==> config.mk <==
export PLATFORM = sky130hd
export DESIGN_NAME = truth_table_sweeper
export DESIGN_NICKNAME = d
export VERILOG_FILES = /design/src/rtl/truth_table_sweeper.sv
export SDC_FILE = /design/constraint.sdc
export NUM_CORES = 1
export LEC_CHECK = 0
export BUFFER_PORTS_ARGS = -buffer_cell sky130_fd_sc_hd__buf_2
export CAP_MARGIN = 20
export CORE_UTILIZATION = 57
export DETAILED_ROUTE_END_ITERATION = 16
export MAX_ROUTING_LAYER = met4
export PLACE_DENSITY = 0.82
export SETUP_SLACK_MARGIN = 0.4
export SLEW_MARGIN = 20
export SYNTH_ARGS = -nofsm -noshare
export SYNTH_HDL_FRONTEND = slang
export SYNTH_SLANG_ARGS = --single-unit
==> constraint.sdc <==
create_clock -name clk -period 2.75 [get_ports clk]
set_input_delay 0.55 -clock clk [delete_from_list [all_inputs] [get_ports clk]]
set_output_delay 0.55 -clock clk [all_outputs]
set_load 0.05 [all_outputs]
==> src/rtl/truth_table_sweeper.sv <==
// -----------------------------------------------------------------------------
// truth_table_sweeper
//
// Purpose:
//   Walks a combinational N_IN-input logic gate through every input vector in
//   ascending order. For each vector it holds dut_in for SETTLE_CYCLES cycles,
//   then samples dut_out on SAMPLES consecutive cycles. The final sample of
//   each vector is written into an observed truth table in hex-ID order.
//   Vector i lands at bit 2**N_IN-1-i, so gate ID 0xC0 means "output high for
//   inputs 000 and 001 only". The observed table is compared against an
//   expected table that is latched when the sweep starts.
//
// Ports:
//   clk       in   single clock
//   rst_n     in   synchronous, active-low reset
//   start     in   one-cycle sweep request, honoured only in IDLE
//   abort     in   stop the sweep; return to IDLE without a done pulse
//   expected  in   expected truth table (hex-ID order), latched on start
//   dut_out   in   output of the gate under test
//   dut_in    out  input vector driven to the gate
//   busy      out  high while settling or sampling
//   done      out  one-cycle pulse when a sweep completes
//   observed  out  captured truth table (hex-ID order)
//   mismatch  out  observed XOR latched expected, per vector
//   unstable  out  vectors whose samples disagreed with the first sample
//   pass      out  mismatch==0 and unstable==0; valid from done to next start
// -----------------------------------------------------------------------------
module truth_table_sweeper #(
    parameter int N_IN          = 3,
    parameter int SETTLE_CYCLES = 4,   // 1..255
    parameter int SAMPLES       = 2    // 1..15
) (
    input  logic                 clk,
    input  logic                 rst_n,
    input  logic                 start,
    input  logic                 abort,
    input  logic [2**N_IN-1:0]   expected,
    input  logic                 dut_out,
    output logic [N_IN-1:0]      dut_in,
    output logic                 busy,
    output logic                 done,
    output logic [2**N_IN-1:0]   observed,
    output logic [2**N_IN-1:0]   mismatch,
    output logic [2**N_IN-1:0]   unstable,
    output logic                 pass
);

    localparam int W = 2**N_IN;

    localparam logic [7:0]      SETTLE_LAST = 8'(SETTLE_CYCLES - 1);
    localparam logic [3:0]      SAMPLE_LAST = 4'(SAMPLES - 1);
    localparam logic [N_IN-1:0] IDX_LAST    = {N_IN{1'b1}};

    typedef enum logic [1:0] {
        S_IDLE   = 2'd0,
        S_SETTLE = 2'd1,
        S_SAMPLE = 2'd2,
        S_DONE   = 2'd3
    } state_t;

    state_t            state_q, state_d;
    logic [N_IN-1:0]   idx_q, idx_d;
    logic [N_IN-1:0]   dut_in_q, dut_in_d;
    logic [7:0]        settle_cnt_q, settle_cnt_d;
    logic [3:0]        sample_cnt_q, sample_cnt_d;
    logic              ref_q, ref_d;
    logic [W-1:0]      exp_q, exp_d;
    logic [W-1:0]      observed_q, observed_d;
    logic [W-1:0]      mismatch_q, mismatch_d;
    logic [W-1:0]      unstable_q, unstable_d;
    logic              pass_q, pass_d;

    // Shared decode terms.
    logic              start_ok;
    logic              settle_last;
    logic              sample_last;
    logic              idx_last;
    logic              exp_bit;
    logic [W-1:0]      vec_mask;

    // Sweep only begins when abort is not asserted in the same cycle.
    assign start_ok    = start && !abort;
    assign settle_last = (settle_cnt_q == SETTLE_LAST);
    assign sample_last = (sample_cnt_q == SAMPLE_LAST);
    assign idx_last    = (idx_q == IDX_LAST);

    // One-hot mask of the truth-table bit owned by the current vector.
    // Hex-ID order places vector i at bit W-1-i.
    generate
        for (genvar gi = 0; gi < W; gi++) begin : g_mask
            assign vec_mask[gi] = (idx_q == N_IN'(W - 1 - gi));
        end
    endgenerate

    assign exp_bit = |(exp_q & vec_mask);

    // -------------------------------------------------------------------------
    // State register and datapath registers
    // -------------------------------------------------------------------------
    always_ff @(posedge clk) begin
        if (!rst_n) begin
            state_q      <= S_IDLE;
            idx_q        <= '0;
            dut_in_q     <= '0;
            settle_cnt_q <= '0;
            sample_cnt_q <= '0;
            ref_q        <= 1'b0;
            exp_q        <= '0;
            observed_q   <= '0;
            mismatch_q   <= '0;
            unstable_q   <= '0;
            pass_q       <= 1'b0;
        end else begin
            state_q      <= state_d;
            idx_q        <= idx_d;
            dut_in_q     <= dut_in_d;
            settle_cnt_q <= settle_cnt_d;
            sample_cnt_q <= sample_cnt_d;
            ref_q        <= ref_d;
            exp_q        <= exp_d;
            observed_q   <= observed_d;
            mismatch_q   <= mismatch_d;
            unstable_q   <= unstable_d;
            pass_q       <= pass_d;
        end
    end

    // -------------------------------------------------------------------------
    // Next-state logic
    // -------------------------------------------------------------------------
    always_comb begin
        state_d = state_q;
        case (state_q)
            S_IDLE: begin
                if (start_ok) begin
                    state_d = S_SETTLE;
                end
            end
            S_SETTLE: begin
                if (abort) begin
                    state_d = S_IDLE;
                end else if (settle_last) begin
                    state_d = S_SAMPLE;
                end
            end
            S_SAMPLE: begin
                if (abort) begin
                    state_d = S_IDLE;
                end else if (sample_last) begin
                    state_d = idx_last ? S_DONE : S_SETTLE;
                end
            end
            S_DONE: begin
                state_d = S_IDLE;
            end
            default: begin
                state_d = S_IDLE;
            end
        endcase
    end

    // -------------------------------------------------------------------------
    // Datapath next-value logic (counters, vector, captured results)
    // -------------------------------------------------------------------------
    always_comb begin
        idx_d        = idx_q;
        dut_in_d     = dut_in_q;
        settle_cnt_d = settle_cnt_q;
        sample_cnt_d = sample_cnt_q;
        ref_d        = ref_q;
        exp_d        = exp_q;
        observed_d   = observed_q;
        mismatch_d   = mismatch_q;
        unstable_d   = unstable_q;
        pass_d       = pass_q;

        case (state_q)
            S_IDLE: begin
                if (start_ok) begin
                    exp_d        = expected;
                    observed_d   = '0;
                    mismatch_d   = '0;
                    unstable_d   = '0;
                    pass_d       = 1'b0;
                    idx_d        = '0;
                    dut_in_d     = '0;
                    settle_cnt_d = '0;
                    sample_cnt_d = '0;
                end
            end

            S_SETTLE: begin
                if (abort) begin
                    dut_in_d = '0;
                    pass_d   = 1'b0;
                end else if (settle_last) begin
                    settle_cnt_d = '0;
                    sample_cnt_d = '0;
                end else begin
                    settle_cnt_d = settle_cnt_q + 8'd1;
                end
            end

            S_SAMPLE: begin
                if (abort) begin
                    // Partial results are deliberately left untouched.
                    dut_in_d = '0;
                    pass_d   = 1'b0;
                end else begin
                    sample_cnt_d = sample_cnt_q + 4'd1;

                    // First sample is the reference; later ones are only
                    // compared against it.
                    if (sample_cnt_q == 4'd0) begin
                        ref_d = dut_out;
                    end else if (dut_out != ref_q) begin
                        unstable_d = unstable_q | vec_mask;
                    end

                    if (sample_last) begin
                        observed_d = (observed_q & ~vec_mask)
                                   | (dut_out ? vec_mask : '0);
                        mismatch_d = (mismatch_q & ~vec_mask)
                                   | ((dut_out ^ exp_bit) ? vec_mask : '0);
                        sample_cnt_d = '0;

                        if (idx_last) begin
                            // Verdict uses the values being written this edge,
                            // so the last vector is included.
                            dut_in_d = '0;
                            pass_d   = (mismatch_d == '0) && (unstable_d == '0);
                        end else begin
                            idx_d        = idx_q + 1'b1;
                            dut_in_d     = idx_q + 1'b1;
                            settle_cnt_d = '0;
                        end
                    end
                end
            end

            S_DONE: begin
                dut_in_d = '0;
            end

            default: begin
                dut_in_d = '0;
            end
        endcase
    end

    // -------------------------------------------------------------------------
    // Output decode
    // -------------------------------------------------------------------------
    always_comb begin
        busy = 1'b0;
        done = 1'b0;
        case (state_q)
            S_SETTLE: busy = 1'b1;
            S_SAMPLE: busy = 1'b1;
            S_DONE:   done = 1'b1;
            default: begin
                busy = 1'b0;
                done = 1'b0;
            end
        endcase
    end

    assign dut_in   = dut_in_q;
    assign observed = observed_q;
    assign mismatch = mismatch_q;
    assign unstable = unstable_q;
    assign pass     = pass_q;

endmodule

==> out/metrics.csv <==
metric,value,unit
grt_pass1_wl,11100,um
clock_latency,310,ps
numClockSinks,54,
syn2layout_area_growth,15.6,%
ff2ff_path_depth,7,
required,2980,ps
cts-root-buf,clkbuf_8,
slew_viol_final,0,
yosysWarningCount,0,
setup_viol,0,
path_depth,7,
die_h,73.0,um
cts_max_level,2,
hold_violations,0,
crit_type,flip-flop to flip-flop,
finalNonFillerCells,442,
antenna_found_initial,0,
rsz0062_at_grt,yes,
whs,465,ps
drcViolationCount,0,
dp_hpwl,4770,um
slew_headroom,64.4,%
cts_tree,yes,
coreArea,0.00479,mm2
cp_top_family,compound AO/OA/AOI/OAI gates,
io_pins,43,
endpoint_kind,flip-flop,
synth.net_count,359,
grt.overflow.total,0,
cts_buffers,5,
power.density,479,mW/mm2
syn_inst,334,
grt_max_degree,25,
status,"finished, final reports clean",
cp_slowest_stage_delay,490,ps
ys_seq_area_share,37.7,%
routed_wl,6750,um
worstPathArrival,2550,ps
rrSetupSlack,440,ps
total_leakage_power,0.00131,uW
worstHoldPathType,flip-flop to flip-flop,
final_util,69.3,%
initial_core_util,60.0,%
cap_violations,0,
ant_nets,0,
avgSynthCellArea,8.59,um2
fin_worst_skew,8.84,ps
worstMarginPinSlew,534,ps
fin_total_pwr,1590,uW
async_flop_share,0,%
holdPathStages,2,
drtPass1Iterations,4,
place_congestion,0.814,
cts.clk_slew.worst_paths,90,ps
fillerInstances,414,
cp_cell_sequence,ha_1 -> ha_2 -> a222oi_1 -> nand3_2 -> xor2_4 -> o22a_1 -> o31ai_1,
drive_above_1_share,21.1,%
dp_cells,431,
diodes,0,
vias,2615,
clock_path_buffers,2,
finalCritPeriodShare,84.1,%
fmaxAchievable,0.433,GHz
synth-edff-count,0,
grt_pass1_vias,2366,
die-area,0.00532,mm2
vdd_drop_max,0.337,mV
critPathBufInv,0,
portBuffers,42,
placementRows,25,
track_usage,27.6,%
ys.flop_type,dfxtp_1,
die_w,73.0,um
synth.distinct_cells,58,
syn_area,0.00287,mm2
fin_setup_tns,0,ps
routedWlPerCell,15.3,um
fin_nets,400,
drt_iter0_drc,150,
synth.ff_latch_count,54,
slowest_stage,a222oi_1,
fin_crit,2310,ps
viasPerCell,5.92,
cp-start-kind,flip-flop,
path_max_fanout,13,
metal layers:
| layer | vias to the layer above | share of wire, % | GRT usage [%] |
|---|---|---|---|
| li1 | 1282 | - | - |
| met1 | 1238 | 45 | 34.5 |
| met2 | 86 | 49 | 45.1 |
| met3 | 9 | 5.2 | 4.97 |
| met4 | 0 | 1.1 | 9.15 |
| met5 | - | 0 | - |
cells in the mapped netlist (2+ instances only):
master | count | area share [%]
nor4_1 | 3 | 0.65
and3_1 | 3 | 0.65
nor2_1 | 21 | 2.7
xor2_1 | 6 | 1.8
buf_2 | 2 | 0.35
xnor2_1 | 2 | 0.61
nand2b_1 | 2 | 0.44
a21boi_0 | 13 | 3.4
a32oi_1 | 8 | 2.4
inv_1 | 10 | 1.3
nand4_1 | 9 | 2.0
o21ai_2 | 2 | 0.61
and2_1 | 5 | 1.1
o21a_1 | 3 | 0.78
buf_4 | 3 | 0.78
or4b_1 | 2 | 0.70
ha_1 | 12 | 5.2
nor3_1 | 5 | 0.87
dfxtp_1 | 54 | 38
nor2b_1 | 24 | 5.2
a22oi_1 | 6 | 1.6
o22ai_1 | 2 | 0.44
a21oi_1 | 16 | 2.8
o21ai_0 | 20 | 3.5
mux2i_1 | 7 | 2.4
or4_1 | 3 | 0.78
nand3_1 | 17 | 3.0
or3_1 | 2 | 0.44
clkbuf_1 | 13 | 1.7
nand2_1 | 31 | 4.1
timing repair:
action	CTS	global route
hold buffers	0	0
resized for setup	2	4
pin swaps	1	2
hold endpoints to repair	0	0
endpoints found under the setup margin	4	26
setup buffers	2	2
area by class of cell:
class                   instances  area (um2)  area share, %
clock buffers                   6        82.6           2.49
flip-flops and latches         54        1080           32.6
clock inverters                 1        30.0          0.905
repair buffers                 52         298           8.98
well taps                      67        83.8           2.53
multi-input cells             252        1700           51.4
inverters                      10        37.5           1.13
tightest hold or removal path, delay by kind of cell, from the launching register on:
kind            cells  cell delay [ps]
flops               1              320
compound gates      1               50
simple gates        1               50
registers in the layout, indices dropped and copies added (netlist names):
| signal | count |
|---|---|
| mismatch | 8 |
| settle_cnt_q | 8 |
| idx_q | 3 |
| sample_cnt_q | 4 |
| observed | 8 |
| exp_q | 8 |
| ref_q | 1 |
| dut_in | 3 |
| state_q | 2 |
| unstable | 8 |
| pass | 1 |
power breakdown:
part           leakage, uW  switching [uW]  internal [uW]
clock network    0.0000573             252            292
registers         0.000436            7.90            794
logic             0.000815             154           88.6
total              0.00131             415           1170
final timing paths:
path / from / to
worst max register to register: idx_q[0]$_SDFFE_PN0P_ / pass$_SDFFE_PN0P_
worst max-delay path: idx_q[0]$_SDFFE_PN0P_ / pass$_SDFFE_PN0P_
worst min-delay path: observed[7]$_SDFFE_PN0P_ / observed[7]$_SDFFE_PN0P_
worst min register to register: observed[7]$_SDFFE_PN0P_ / observed[7]$_SDFFE_PN0P_
stage by stage:
stage,setup slack (ps),instance area (um2)
finish,438,3320
detailed placement,388,3140
global placement,437,3140
floorplan,442,2880
CTS,402,3280
global route,380,3320
logic make-up after synthesis:
group | synth area share [%]
AND/OR/NAND/NOR | 26.9
AO/OA/AOI/OAI | 20.8
flip-flops | 37.7
buffers and inverters | 4.14
adder cells (fa/ha/maj) | 5.23
XOR/XNOR | 2.44
multiplexers | 2.83
placed cells by master, fill, tap and decap left out, types with 3 or more instances in the layout:
| master | instances |
|---|---|
| dfxtp_1 | 54 |
| buf_2 | 42 |
| nand2_1 | 31 |
| nor2b_1 | 24 |
| nor2_1 | 20 |
| o21ai_0 | 20 |
| a21oi_1 | 16 |
| nand3_1 | 16 |
| a21boi_0 | 13 |
| inv_1 | 10 |
| nand4_1 | 9 |
| ha_1 | 9 |
| buf_4 | 9 |
| a32oi_1 | 8 |
| mux2i_1 | 7 |
| a22oi_1 | 6 |
| clkbuf_8 | 6 |
| nor3_1 | 5 |
| and2_1 | 5 |
| xor2_1 | 5 |
| nor4_1 | 3 |
| o21a_1 | 3 |
| or4_1 | 3 |
| and3_1 | 3 |
| ha_2 | 3 |
(Power assumes the default switching activity.)
